--- src/rtl/pipe_mult_fx.sv ---
// Pipelined fixed-point multiplier: full product, round-to-nearest (ties up), saturate.
// Elastic valid/ready pipeline of LAT stages with bubble collapsing.
module pipe_mult_fx #(
    parameter int unsigned W      = 24,
    parameter int unsigned FRAC   = 12,
    parameter int unsigned LAT    = 3,
    parameter bit          SIGNED = 1'b1
) (
    input  logic         clk,
    input  logic         rst,
    input  logic         in_valid,
    output logic         in_ready,
    input  logic [W-1:0] a,
    input  logic [W-1:0] b,
    output logic         out_valid,
    input  logic         out_ready,
    output logic [W-1:0] c,
    output logic         overflow
);

    // Two guard bits keep the rounding add and unsigned products free of wrap.
    localparam int unsigned PW = 2 * W + 2;
    localparam logic signed [PW-1:0] ONE  = PW'(1);
    localparam logic signed [PW-1:0] RND  = (ONE <<< FRAC) >>> 1;
    localparam logic signed [PW-1:0] MAXV = SIGNED ? (ONE <<< (W - 1)) - ONE : (ONE <<< W) - ONE;
    localparam logic signed [PW-1:0] MINV = SIGNED ? -(ONE <<< (W - 1)) : PW'(0);

    logic [LAT-1:0]          r_vld;
    logic [LAT-1:0]          w_load;
    logic signed [PW-1:0]    w_a_ext;
    logic signed [PW-1:0]    w_b_ext;
    logic signed [PW-1:0]    w_prod;

    function automatic logic [W:0] round_sat(input logic signed [PW-1:0] p);
        logic signed [PW-1:0] r;
        r = (p + RND) >>> FRAC;
        if (r > MAXV) begin
            return {1'b1, MAXV[W-1:0]};
        end else if (r < MINV) begin
            return {1'b1, MINV[W-1:0]};
        end
        return {1'b0, r[W-1:0]};
    endfunction

    always_comb begin
        w_a_ext = PW'(0);
        w_b_ext = PW'(0);
        if (SIGNED) begin
            w_a_ext = PW'($signed(a));
            w_b_ext = PW'($signed(b));
        end else begin
            w_a_ext = PW'(a);
            w_b_ext = PW'(b);
        end
        w_prod = w_a_ext * w_b_ext;
    end

    // A stage can load when it or any stage downstream of it has room, or the output drains.
    always_comb begin
        w_load = '0;
        for (int unsigned k = 0; k < LAT; k++) begin
            w_load[k] = out_ready;
            for (int unsigned j = k; j < LAT; j++) begin
                if (!r_vld[j]) begin
                    w_load[k] = 1'b1;
                end
            end
        end
    end

    always_ff @(posedge clk or posedge rst) begin
        if (rst) begin
            r_vld <= '0;
        end else begin
            if (w_load[0]) begin
                r_vld[0] <= in_valid;
            end
            for (int unsigned k = 1; k < LAT; k++) begin
                if (w_load[k]) begin
                    r_vld[k] <= r_vld[k-1];
                end
            end
        end
    end

    assign in_ready  = w_load[0];
    assign out_valid = r_vld[LAT-1];

    generate
        if (LAT == 1) begin : g_lat1
            logic [W:0] r_res;

            always_ff @(posedge clk or posedge rst) begin
                if (rst) begin
                    r_res <= '0;
                end else if (w_load[0] && in_valid) begin
                    r_res <= round_sat(w_prod);
                end
            end

            assign c        = r_res[W-1:0];
            assign overflow = r_res[W];
        end else begin : g_latn
            // Stage 1 holds the raw product; stage 2 rounds and saturates; later stages carry.
            logic signed [PW-1:0] r_prod;
            logic [W:0]           r_res [LAT-1];

            always_ff @(posedge clk or posedge rst) begin
                if (rst) begin
                    r_prod <= '0;
                    for (int unsigned j = 0; j < LAT - 1; j++) begin
                        r_res[j] <= '0;
                    end
                end else begin
                    if (w_load[0] && in_valid) begin
                        r_prod <= w_prod;
                    end
                    if (w_load[1] && r_vld[0]) begin
                        r_res[0] <= round_sat(r_prod);
                    end
                    for (int unsigned j = 1; j < LAT - 1; j++) begin
                        if (w_load[j+1] && r_vld[j]) begin
                            r_res[j] <= r_res[j-1];
                        end
                    end
                end
            end

            assign c        = r_res[LAT-2][W-1:0];
            assign overflow = r_res[LAT-2][W];
        end
    endgenerate

endmodule

--- config.mk ---
export PLATFORM = sky130hd
export DESIGN_NAME = pipe_mult_fx
export DESIGN_NICKNAME = d
export VERILOG_FILES = /design/src/rtl/pipe_mult_fx.sv
export SDC_FILE = /design/constraint.sdc
export NUM_CORES = 2
export LEC_CHECK = 0
export ABC_AREA = 1
export ABC_CLOCK_PERIOD_IN_PS = 5740
export CORE_MARGIN = 2
export CORE_UTILIZATION = 65
export CTS_CLUSTER_DIAMETER = 100
export DETAILED_ROUTE_END_ITERATION = 8
export PLACE_DENSITY_LB_ADDON = 0.05
export SLEW_MARGIN = 10
export SYNTH_ARGS = -nofsm -noshare
export SYNTH_HDL_FRONTEND = slang
export SYNTH_SLANG_ARGS = --single-unit
--- constraint.sdc ---
create_clock -name clk -period 5.74 [get_ports clk]
set_clock_uncertainty 0.1 [all_clocks]
set_input_delay 1.722 -clock clk [delete_from_list [all_inputs] [get_ports clk]]
set_output_delay 1.722 -clock clk [all_outputs]
set_load 0.005 [all_outputs]
==> results.ini, run 1 <==
[synthesis]
syn_inst=3395
avgSynthCellArea_um2=7.94
synth_top_area_share_pct=45.0
ys.flop_type=dfrtp_1
synth_cell_types=40
ys_ff_latch=90
syn_nets=4184
ys_async_sr_fraction_pct=100
synth_area_mm2=0.0269
ys_seq_area_share_pct=8.36
ys_top_cells_by_area=fa_1, inv_1, nand2_1
synth_edf_count=0
ys.warnings.count=0
yosysTopAreaCell=fa_1

[clocking]
cts_root_buf=clkbuf_16
h-tree-depth=3
cts_buffers=9
cts_max_path_buffers=2
postCtsHoldBufs=0
clock-sinks=90

[floorplan]
die_w_um=208
die_y_um=208
ios=79
start_util_pct=66.0
num_rows=74

[sta]
crit_endpoint=g_latn.r_prod[41]$_DFFE_PP0P_/D
worstEpCategory=sequential cell input

[placed_design]
dpl_cell_area_mm2=0.0318
portBuffers=78
hpwl_um=63800
gp_congestion=0.976

[outcome]
stop_stage=global routing (5_1_grt)
error_line=[ERROR GRT-0232] Routing congestion too high. Check the congestion heatmap in the GUI.
status=stopped before the end

[grt]
grt_overflow=97
grt_usage_pct=69.3
grt_max_degree=55

==> cells by family after synthesis <==
| logic type | after synthesis | share of synthesized area [%] |
|---|---|---|
| xor+xnor | 53 | 1.72 |
| fa+ha+maj | 737 | 51.1 |
| mux | 25 | 1.04 |
| compound gates | 180 | 3.97 |
| flops | 90 | 8.36 |
| buf+inv | 1127 | 16.2 |
| simple gates | 1183 | 17.6 |
==> Yosys cell counts, types with 25 or more instances <==
cell type  instances
nand2_1          858
ha_1             131
nor2_1           179
dfrtp_1           90
mux2_2            25
nand3_1           59
inv_1            989
clkbuf_1         105
o21ai_0           64
fa_1             606
a21oi_1           61
xnor2_1           31
==> layer usage <==
metal,GRT overflow,global-route usage [%]
met1,2,69.6
met4,44,70.7
met5,0,26.7
met2,47,87.7
met3,4,49.3
==> metrics by stage <==
step	setup slack, ps	std cells
after detailed placement	-2670	4201
after CTS	-1850	4365
after global placement	-2540	4201
after floorplan	-1600	3395
==> what timing repair did <==
action	in CTS
buffers inserted	116
setup endpoints to repair	37
gates cloned	33
pin swaps	241
gates resized for setup	608
==> run 2: changes to the inputs <==
--- a/config.mk
+++ b/config.mk
@@ -8,10 +8,9 @@
 export ABC_AREA = 1
 export ABC_CLOCK_PERIOD_IN_PS = 5740
 export CORE_MARGIN = 2
-export CORE_UTILIZATION = 65
-export CTS_CLUSTER_DIAMETER = 100
+export CORE_UTILIZATION = 40
 export DETAILED_ROUTE_END_ITERATION = 8
-export PLACE_DENSITY_LB_ADDON = 0.05
+export PLACE_DENSITY_LB_ADDON = 0.15
 export SLEW_MARGIN = 10
 export SYNTH_ARGS = -nofsm -noshare
 export SYNTH_HDL_FRONTEND = slang
==> run 2 against run 1 <==
The flow now finishes, with violations (setup timing). Synthesized cell count is the same. Area after synthesis is the same.
==> results.ini, run 2 <==
[routing]
wl_per_cell_um=17.8
ant_nets=0
num_vias=22400
drtIter0Drc=1283
first_pass_iters=7
drt_drc_violations_left=0
routed_wl_um=83800
viasPerCell=4.75

[clocking]
clk_pin_slew_ps=70
clk_latency_ps=350
cts_root_buf=clkbuf_16  ; unchanged
cts_tree=done
postCtsHoldBufs=0  ; unchanged
h-tree-depth=3  ; unchanged
clock-sinks=90  ; unchanged
cts_max_path_buffers=2  ; unchanged
cts_buffers=9  ; unchanged

[grt]
grt_pass1_vias=24500
grt_pass1_wl_um=136000
grt_overflow=0
grt_max_degree=42
use_met2_pct=43.4
antenna_found_initial=1
use_met1_pct=34.0
grt_usage_pct=25.2
top_usage_layer=met2
use_met3_pct=3.41

[sta]
rsz0062_at_grt=yes
slew_headroom_pct=23.5
timing.final.crit_share_pct=133
worstMarginPinSlew_ps=1140
setup_ws_ps=-1890
slew_viol_final=0
setup_viol=37
layout_min_cycle_time_ps=7630
hold_viol_final=0
fmax_ghz=0.131

[setup_path]
cpMaxStageDelayCell=fa_2
critPathKind=primary input to flop
worstPathArrival_ps=7740
worst_setup_path_end_kind=flop
crit_fanout=5
start_kind=primary input
critPathRequiredTime_ps=5850
path_common_cell=fa_2
cp_slowest_stage_delay_ps=670

[synthesis]
ys_ff_latch=90  ; unchanged
synth_compound_area_share_pct=3.97  ; unchanged
ys_seq_area_share_pct=8.36  ; unchanged
syn_nets=4184  ; unchanged
synth_cell_types=40  ; unchanged
synthMuxAreaShare_pct=1.04  ; unchanged
avgSynthCellArea_um2=7.94  ; unchanged
synth_simple_gate_area_share_pct=17.6  ; unchanged
ys.flop_type=dfrtp_1  ; unchanged
synth_xor_area_share_pct=1.72  ; unchanged
synth_most_common_cell=inv_1  ; unchanged
syn_inst=3395  ; unchanged
synth_area_mm2=0.0269  ; unchanged
ys.warnings.count=0  ; unchanged
ys_async_sr_fraction_pct=100  ; unchanged
synth_edf_count=0  ; unchanged
synth_top_area_share_pct=45.0  ; unchanged
yosys-top-cells-count=inv_1, nand2_1, fa_1  ; unchanged
ys_top_cells_by_area=fa_1, inv_1, nand2_1  ; unchanged
synth_adder_area_share_pct=51.1  ; unchanged
yosysTopAreaCell=fa_1  ; unchanged
synth_top_family_by_area=adder cells  ; unchanged

[layout]
area_growth_pct=35.3
drive_gt1_share_pct=29.5
stdcell_count=4723
antenna_cells=0
fillCellCount=6220
largest_reg_flops=37
final_nets=4634
largest_register=g_latn.r_prod
mostFrequentLayoutCells=inv_1, nand2_1, fa_1, buf_4, nor2_1
layout_commonest_cell=inv_1
finalInstanceArea_mm2=0.0365

[outcome]
status=finished, violations left  ; was stopped before the end
violations=setup timing

[worst_hold_path]
hold_class=flop to flop

[floorplan]
die_w_um=264  ; was 208 um
die_y_um=264  ; was 208 um
num_rows=95  ; was 74
ios=79  ; unchanged
dieArea_mm2=0.0695
start_util_pct=40.3  ; was 66.0%
core_mm2=0.0669

[placed_design]
gp_congestion=0.908  ; was 0.976
hpwl_um=64100  ; was 63800 um
portBuffers=78  ; unchanged
dpl_cell_area_mm2=0.0323  ; was 0.0318 mm^2
placedCellCount=4553  ; was 4201

[run]
maxCapViolCount=0

-- run 2: final cells by class --
cell class                 count  area (um^2)  share of cell area, %
clock inverter                 7         76.3                  0.209
tap                          873         1090                   3.00
timing repair inverter         1         8.76                 0.0240
timing repair buffer         573         6210                   17.0
multi-input combinational   2178        22800                   62.6
inverter                     992         3750                   10.3
clock buffer                   9          225                  0.618
sequential                    90         2250                   6.18
-- run 2: worst paths after layout --
| path | slack, ps | depth (start not counted) | to | from |
|---|---|---|---|---|
| max | -1890 | 29 | g_latn.r_prod[46]$_DFFE_PP0P_ | a[23] |
| min | 370 | 2 | r_vld[2]$_DFFE_PP0N_ | r_vld[1]$_DFFE_PP0N_ |
| max reg2reg | 2440 | 12 | g_latn.r_res[46]$_DFFE_PP0P_ | g_latn.r_prod[11]$_DFFE_PP0P_ |
| min reg2reg | 370 | 2 | r_vld[2]$_DFFE_PP0N_ | r_vld[1]$_DFFE_PP0N_ |
| max in group asynchronous | 3110 | 3 | g_latn.r_prod[27]$_DFFE_PP0P_ | rst |
| min in group asynchronous | 1600 | 2 | c[1]$_DFFE_PP0P_ | rst |
-- run 2: what timing repair did --
| item | CTS | global route |
|---|---|---|
| endpoints found under the setup margin | 37 | 37 |
| resized for setup | 634 | 187 |
| cloned | 32 | 1 |
| pin swaps | 287 | 138 |
| buffers inserted | 103 | 28 |
-- run 2: layer usage --
| layer | routed length (um) | up-vias |
|---|---|---|
| li1 | - | 10500 |
| met1 | 36000 | 11200 |
| met2 | 41000 | 555 |
| met3 | 4690 | 138 |
| met4 | 2130 | 2 |
| met5 | 11 | - |
-- run 2: through the flow --
step	TNS, ps	hold slack, ps	util [%]	worst slack [ps]
finish	-54760	374	54.5	-1890
CTS	-55010	381	53.4	-1860
global placement	-85460	359	48.3	-2730
global route	-61680	411	54.5	-2040
floorplan	-43510	348	-	-1600
detailed placement	-86340	369	48.3	-2720
-- run 2: kinds of logic (layout without fill, tap and decap cells) --
| kind of cell | Yosys count | after routing |
|---|---|---|
| simple gates | 1183 | 1183 |
| buf+inv | 1127 | 1582 |
| fa+ha+maj | 737 | 737 |
| compound gates | 180 | 180 |
| flops | 90 | 90 |
| xor+xnor | 53 | 53 |
| mux | 25 | 25 |
-- run 2: worst max-delay path: cells and delay by family --
family          cells  cell delay, ps
fa+ha+maj           8            4040
compound gates      1              90
buf+inv            11             870
simple gates        9            1020
Power of run 2 is left out: the tool's default activity adds up to more than one toggle a clock period on the data nets, which glitch-free logic cannot reach.
